==> src/rtl/clint_ctrl.sv <==
// Core-local trap/mret sequencer: holds the pipeline, writes mepc/mstatus/mcause
// (or restores mstatus on mret) through a dedicated CSR port, then redirects fetch.
module clint_ctrl #(
    parameter int unsigned DATA_WIDTH     = 32,
    parameter int unsigned ADDR_WIDTH     = 32,
    parameter int unsigned CSR_ADDR_WIDTH = 12
) (
    input  logic                      clk_i,
    input  logic                      rst_i,
    input  logic [DATA_WIDTH-1:0]     inst_i,
    input  logic [ADDR_WIDTH-1:0]     inst_addr_i,
    input  logic                      jump_flag_i,
    input  logic [ADDR_WIDTH-1:0]     jump_addr_i,
    input  logic                      irq_i,
    input  logic [DATA_WIDTH-1:0]     mstatus_i,
    input  logic [DATA_WIDTH-1:0]     mtvec_i,
    input  logic [DATA_WIDTH-1:0]     mepc_i,
    output logic                      hold_o,
    output logic                      csr_we_o,
    output logic [CSR_ADDR_WIDTH-1:0] csr_waddr_o,
    output logic [DATA_WIDTH-1:0]     csr_wdata_o,
    output logic                      flush_interrupt_o,
    output logic [ADDR_WIDTH-1:0]     int_addr_o
);

    localparam logic [DATA_WIDTH-1:0] INST_ECALL   = DATA_WIDTH'(32'h0000_0073);
    localparam logic [DATA_WIDTH-1:0] INST_EBREAK  = DATA_WIDTH'(32'h0010_0073);
    localparam logic [DATA_WIDTH-1:0] INST_MRET    = DATA_WIDTH'(32'h3020_0073);

    localparam logic [DATA_WIDTH-1:0] CAUSE_ECALL  = DATA_WIDTH'(32'd11);
    localparam logic [DATA_WIDTH-1:0] CAUSE_EBREAK = DATA_WIDTH'(32'd3);
    localparam logic [DATA_WIDTH-1:0] CAUSE_EXT    = DATA_WIDTH'(32'h8000_000B);

    localparam logic [CSR_ADDR_WIDTH-1:0] CSR_MSTATUS = CSR_ADDR_WIDTH'(12'h300);
    localparam logic [CSR_ADDR_WIDTH-1:0] CSR_MEPC    = CSR_ADDR_WIDTH'(12'h341);
    localparam logic [CSR_ADDR_WIDTH-1:0] CSR_MCAUSE  = CSR_ADDR_WIDTH'(12'h342);

    localparam int unsigned MIE_BIT  = 3;
    localparam int unsigned MPIE_BIT = 7;

    typedef enum logic [2:0] {
        IDLE,
        MEPC_WR,
        MSTATUS_WR,
        MCAUSE_WR,
        MRET_WR,
        JUMP
    } state_t;

    state_t                state;
    logic [DATA_WIDTH-1:0] cause;
    logic [DATA_WIDTH-1:0] epc;
    logic [DATA_WIDTH-1:0] mstatus_q;
    logic [DATA_WIDTH-1:0] mepc_q;
    logic                  is_mret;

    logic                  is_ecall;
    logic                  sync_req;
    logic                  mret_req;
    logic                  async_req;
    logic [DATA_WIDTH-1:0] mstatus_trap;
    logic [DATA_WIDTH-1:0] mstatus_ret;
    logic [DATA_WIDTH-1:0] trap_target;

    // Wrong-path instructions (EX jump taken) are ignored; the async line is not.
    always_comb begin
        is_ecall  = (inst_i == INST_ECALL);
        sync_req  = !jump_flag_i && (is_ecall || (inst_i == INST_EBREAK));
        mret_req  = !jump_flag_i && (inst_i == INST_MRET);
        async_req = irq_i && mstatus_i[MIE_BIT];
    end

    always_comb begin
        mstatus_trap           = mstatus_q;
        mstatus_trap[MPIE_BIT] = mstatus_q[MIE_BIT];
        mstatus_trap[MIE_BIT]  = 1'b0;
        mstatus_ret            = mstatus_q;
        mstatus_ret[MIE_BIT]   = mstatus_q[MPIE_BIT];
        mstatus_ret[MPIE_BIT]  = 1'b1;
        trap_target            = mtvec_i & ~DATA_WIDTH'(3);
    end

    // Sequencer state and trap context capture; inputs only sampled in IDLE.
    always_ff @(posedge clk_i) begin
        if (!rst_i) begin
            state     <= IDLE;
            cause     <= '0;
            epc       <= '0;
            mstatus_q <= '0;
            mepc_q    <= '0;
            is_mret   <= 1'b0;
        end else begin
            case (state)
                IDLE: begin
                    if (sync_req) begin
                        cause     <= is_ecall ? CAUSE_ECALL : CAUSE_EBREAK;
                        epc       <= DATA_WIDTH'(inst_addr_i);
                        mstatus_q <= mstatus_i;
                        is_mret   <= 1'b0;
                        state     <= MEPC_WR;
                    end else if (mret_req) begin
                        mstatus_q <= mstatus_i;
                        mepc_q    <= mepc_i;
                        is_mret   <= 1'b1;
                        state     <= MRET_WR;
                    end else if (async_req) begin
                        cause     <= CAUSE_EXT;
                        epc       <= jump_flag_i ? DATA_WIDTH'(jump_addr_i)
                                                 : DATA_WIDTH'(inst_addr_i);
                        mstatus_q <= mstatus_i;
                        is_mret   <= 1'b0;
                        state     <= MEPC_WR;
                    end
                end
                MEPC_WR:    state <= MSTATUS_WR;
                MSTATUS_WR: state <= MCAUSE_WR;
                MCAUSE_WR:  state <= JUMP;
                MRET_WR:    state <= JUMP;
                JUMP:       state <= IDLE;
                default:    state <= IDLE;
            endcase
        end
    end

    // Moore decode of the CSR port and redirect from state and captured context.
    always_comb begin
        csr_we_o          = 1'b0;
        csr_waddr_o       = '0;
        csr_wdata_o       = '0;
        flush_interrupt_o = 1'b0;
        int_addr_o        = '0;
        case (state)
            MEPC_WR: begin
                csr_we_o    = 1'b1;
                csr_waddr_o = CSR_MEPC;
                csr_wdata_o = epc;
            end
            MSTATUS_WR: begin
                csr_we_o    = 1'b1;
                csr_waddr_o = CSR_MSTATUS;
                csr_wdata_o = mstatus_trap;
            end
            MCAUSE_WR: begin
                csr_we_o    = 1'b1;
                csr_waddr_o = CSR_MCAUSE;
                csr_wdata_o = cause;
            end
            MRET_WR: begin
                csr_we_o    = 1'b1;
                csr_waddr_o = CSR_MSTATUS;
                csr_wdata_o = mstatus_ret;
            end
            JUMP: begin
                flush_interrupt_o = 1'b1;
                int_addr_o        = is_mret ? ADDR_WIDTH'(mepc_q) : ADDR_WIDTH'(trap_target);
            end
            default: ;
        endcase
    end

    // Hold rises in the accepting IDLE cycle so the pipeline freezes on the trapping instruction.
    assign hold_o = (state != IDLE) || sync_req || mret_req || async_req;

endmodule

==> config.mk <==
export PLATFORM = sky130hd
export DESIGN_NAME = clint_ctrl
export DESIGN_NICKNAME = d
export VERILOG_FILES = /design/src/rtl/clint_ctrl.sv
export SDC_FILE = /design/constraint.sdc
export NUM_CORES = 1
export LEC_CHECK = 0
export CORE_MARGIN = 1
export CORE_UTILIZATION = 41
export CTS_CLUSTER_DIAMETER = 150
export DETAILED_ROUTE_END_ITERATION = 8
export PLACE_DENSITY = 0.81
export SYNTH_ARGS = -nofsm -noshare
export SYNTH_HDL_FRONTEND = slang
export SYNTH_SLANG_ARGS = --single-unit
==> constraint.sdc <==
create_clock -name clk_i -period 2.75 [get_ports clk_i]
set_clock_uncertainty 0.2 [all_clocks]
set_input_delay 0.4125 -clock clk_i [delete_from_list [all_inputs] [get_ports clk_i]]
set_output_delay 0.4125 -clock clk_i [all_outputs]
set_load 0.01 [all_outputs]
**After elaboration in Yosys (flattened, before gate mapping)**

Index checks and enable logic that the tools add are counted.

- Register bits after elaboration: 132
- Output and inout port bits: 79
- Word-level logic and storage cells: 59

- Equal/unequal tests: 10
- Mux-type cells: 24
- Bitwise operators: 1
- Reduce and logical (&&, ||, !) cells: 18

Operators with widths:

| kind | count |
|---|---|
| 32-bit two-way mux | 12 |
| 32-bit case mux with 4 select lines | 1 |
| 32-bit by 21-bit == test with 1-bit output (second input constant) | 1 |
| 32-bit by 30-bit == test with 1-bit output (second input constant) | 1 |
| 32-bit by 7-bit == test with 1-bit output (second input constant) | 1 |
| 10-bit case mux with 3 select lines | 1 |
| 3-bit case mux with 4 select lines | 1 |
| 3-bit two-way mux | 3 |
| 3-bit by 2-bit == test with 1-bit output (second input constant) | 2 |
| 3-bit == test (second input constant) | 2 |
| 3-bit AND reduction | 2 |
| 3-bit nonzero test | 2 |
| 1-bit two-way mux | 5 |
| 1-bit logical OR | 4 |
| 4-bit two-way mux | 1 |
| 4-bit != test (second input constant) | 1 |
| 2-bit OR reduction | 2 |
| 4-bit OR reduction | 1 |
| 3-bit by 1-bit == test with 1-bit output (second input constant) | 1 |
| 1-bit logical AND | 3 |
| 3-bit logical NOT | 1 |
| 2-bit != test (second input constant) | 1 |
| 2-bit AND reduction | 1 |
| 2-bit nonzero test | 1 |
| other kinds (2) | 2 |

**Depth between registers and ports, before layout**

- Word-level depth: 6
- Gate-level depth with buffers: 8
- Gate-level depth less buffers: 5

**Worst setup path after synthesis**

Ideal clock, no wire load.

- Kind: input-to-reg
- Start point: input jump_flag_i
- End point: register epc[24]
- Library setup time: 0.116 ns
- Data arrival time: 2.176 ns
- Data required time: 2.434 ns
- Slack: 0.257 ns
- Cell stages on the path: 8
- Cell sequence: buf_2 and4bb_1 nand4_2 or4_1 and3_1 buf_2 buf_6 o211a_1

- Longest elaborated chain between the ends: 4
- Elaborated cells on any way between the ends: 10
- Those cells by class: 1 x eq/ne; 4 x mux; 5 x reduce/logical

Ends and longest elaborated chain:

| item | RTL line | source |
|---|---|---|
| start: declaration | 12 | `input logic jump_flag_i,` |
| 32-bit two-way mux or 1-bit logical NOT (tied branches) | 108, 68, 69 |  |
| 32-bit two-way mux, or another cell as far along | 106 | `end else if (async_req) begin` |
| 32-bit two-way mux, or another cell as far along | 101 | `end else if (mret_req) begin` |
| 32-bit two-way mux or 3-bit AND reduction (tied branches) | - |  |
| end signal: assignment | 97 | `epc <= DATA_WIDTH'(inst_addr_i);` |
| end signal: assignment | 108 | `epc <= jump_flag_i ? DATA_WIDTH'(jump_addr_i)` |
| end: declaration | 52 | `logic [DATA_WIDTH-1:0] epc;` |

Several ways; a longest one is shown, not always the timed one. The select of a mux whose other input is x is not followed.
A chain may end at the register's enable or synchronous reset.

**Worst setup path after layout**

- Start point: register state[1]
- End point: output int_addr_o[11]

- Longest elaborated chain between the ends: 2

Ends and longest elaborated chain:

| item | RTL line | source |
|---|---|---|
| start: declaration | 50 | `state_t state;` |
| start signal: assignment | 86 | `state <= IDLE;` |
| start signal: assignment | 100 | `state <= MEPC_WR;` |
| start signal: assignment | 105 | `state <= MRET_WR;` |
| 3-bit == test | 132 | `case (state)` |
| 32-bit two-way mux | 132 |  |
| end: declaration | 23 | `output logic [ADDR_WIDTH-1:0] int_addr_o` |

Every way passes these cells.

==> impl_metrics.json <==
{
  "status": "completed",
  "synth.distinct_cells": 43,
  "root_buffer": "clkbuf_16",
  "r2r-start": "state[1]$_SDFFE_PN0P_",
  "syn_avg_cell_area_um2": 8.596,
  "fp.dieW_um": 116.9,
  "setup.worst_path.end_class": "output port",
  "max_slew_margin": 0.6429,
  "ys_top_cells_by_area": "dfxtp_1, mux2i_1, nand2_1",
  "finalSetupViolations": 0,
  "cts_sinks": 103,
  "drv_slew": 0,
  "antenna_found_initial": 0,
  "path_class": "reg2out",
  "fill_cells": 979,
  "numCtsBuffers": 9,
  "rr_worst_depth": 6,
  "syn2layout_area_growth_pct": 65.06,
  "p_per_area_nw_per_um2": 558.8,
  "cp.arrival_ns": 2.08,
  "final_hold_viol_count": 0,
  "port-buffer-count": 265,
  "gp_congestion": 0.8390,
  "final_nets": 1083,
  "synthesis.area_um2": 5415,
  "grt_pass1_wl_mm": 26.35,
  "r2r_setup_slack_ns": 0.41,
  "hold_depth": 2,
  "yosys.area.top_type": "dfxtp_1",
  "grt-ovfl-total": 0,
  "layout-drive-gt1-share": 0.09081,
  "core_area_um2": 12770,
  "drc": 0,
  "num_io_pins": 275,
  "worstReg2RegEnd": "cause[3]$_SDFFE_PN0P_",
  "hpwl_mm": 12.95,
  "async_flop_share": 0,
  "ant_nets": 0,
  "die_y_um": 116.9,
  "crit_path_max_fanout": 11,
  "max_freq_mhz": 371.8,
  "post-route-min-period_ns": 2.690,
  "min_period_over_period": 0.9782,
  "grtUsageTotal": 0.2501,
  "min_to": "mepc_q[30]$_SDFFE_PN0P_",
  "path_clk_slew_ns": 0.07,
  "yosysWarnings": 0,
  "synthCells": 630,
  "via_count": 5625,
  "worst_slack_ns": 0.06003,
  "synth_most_common_cell": "nand2_1",
  "die-area_um2": 13670,
  "cts_hold_buf": 0,
  "clock_latency_ns": 0.33,
  "peakVddDrop_mv": 0.3709,
  "dr.pass1.iters": 4,
  "hp-start": "mepc_q[30]$_SDFFE_PN0P_",
  "routed_wl_mm": 18.35,
  "grt_max_degree": 66,
  "grt_pass1_vias": 5484,
  "ys.flop_type": "dfxtp_1",
  "synth_edf_count": 0,
  "ys_ff_latch": 103,
  "max-cap-violations": 0,
  "seq_area_frac_synth": 0.3808,
  "cts_tree": "yes",
  "worstPathRequired_ns": 2.14,
  "p_total_mw": 4.995,
  "dp_slack_ns": -0.3212,
  "h-tree-depth": 3,
  "wl_per_cell_um": 17.25,
  "fp-row-count": 41,
  "initial_core_util": 0.4239,
  "via_per_inst": 5.287,
  "worst_pin_slew_ns": 0.5356,
  "synth_common_cells": "nand2_1, dfxtp_1, mux2i_1",
  "cp-start-kind": "register",
  "n_antenna_cell": 0,
  "min_path_type": "reg2reg",
  "power.leakage_nw": 4.198,
  "synth.top_cell.area_share": 0.3808,
  "drtIter0Drc": 346,
  "clockBufferDepth": 2
}
report_power, final:
| group | internal (mW) | switching, mW | total, mW |
|---|---|---|---|
| Combinational | 1.04 | 0.959 | 2.00 |
| Sequential | 1.67 | 0.101 | 1.77 |
| Clock | 0.672 | 0.561 | 1.23 |
metrics by stage:
stage / util / hold slack (ns) / setup TNS (ns) / instances / cell area [µm²]
after floorplan: - / 0.2265 / 0 / 636 / 5438
after global placement: 0.6559 / 0.2360 / -17.38 / 1037 / 8378
after detailed placement: 0.6559 / 0.2447 / -22.67 / 1037 / 8378
after CTS: 0.6803 / 0.2532 / -0.9340 / 1054 / 8690
after global routing: 0.6998 / 0.2712 / -0.01030 / 1064 / 8939
final: 0.6998 / 0.2515 / 0 / 1064 / 8939
critical path, stage by stage, from the launching register on:
cell and delay [ns]:
dfxtp_1 0.33, nand2b_2 0.24, or2_4 0.32, buf_4 0.19, nor2_1 0.12, clkdlybuf4s50_1 0.54
cells by family after synthesis:
group / count (synthesis) / share of synthesized area
buf+inv: 72 / 0.06238
xor+xnor: 1 / 0.001618
compound gates: 115 / 0.1758
mux: 95 / 0.1758
other cells: 1 / 0.0006925
flops: 103 / 0.3808
simple gates: 243 / 0.2029
cells in the final DEF (no fill, tap or decap), types with 27 or more instances in the layout:
cell type          n
dlymetal6s2s_1    31
dfxtp_1          101
clkdlybuf4s50_1  224
nand4_1           33
a21boi_1          32
mux2i_1           94
a22o_1            27
nor2_1            39
nand2_1          139
o211a_1           32
state kept, by name (all words and copies together), names as in the netlist:
name,cells
mstatus_q,32
epc,32
is_mret,1
mepc_q,32
state,3
cause,3
final cells by class:
class | instances | area (µm²) | share of cell area
clock inverters | 5 | 40.04 | 0.004479
well taps | 172 | 215.2 | 0.02408
clock buffers | 11 | 252.7 | 0.02828
inverters | 4 | 15.01 | 0.001680
multi-input cells | 462 | 3141 | 0.3513
flip-flops and latches | 103 | 2067 | 0.2312
repair buffers | 307 | 3208 | 0.3589
timing repair:
item	4_1_cts	5_1_grt
endpoints found under the hold margin	0	0
resized for setup	13	43
buffers inserted	1	6
endpoints found under the setup margin	55	130
pin swaps	3	4
gates cloned	0	4
worst max-delay path by stage:
stage / endpoint / slack, ns / start / cells after the start
2_1_floorplan: epc[24]$_SDFFE_PN0P_ / 0.26 / jump_flag_i / 8
3_3_place_gp: epc[16]$_SDFFE_PN0P_ / -0.27 / inst_i[7] / 7
3_5_place_dp: epc[16]$_SDFFE_PN0P_ / -0.32 / inst_i[7] / 7
4_1_cts: epc[5]$_SDFFE_PN0P_ / -0.05 / inst_i[18] / 8
5_1_grt: int_addr_o[11] / -0.005 / state[1]$_SDFFE_PN0P_ / 5
6_report: int_addr_o[11] / 0.06 / state[1]$_SDFFE_PN0P_ / 5
routing by layer:
metal,up-vias,routed length (µm),global-route usage
met4,0,289,0.09789
met1,2650,7236,0.2676
met2,229,9460,0.4789
met5,-,0,0
met3,19,1365,0.05098
li1,2727,-,-
(Power assumes the default switching activity.)
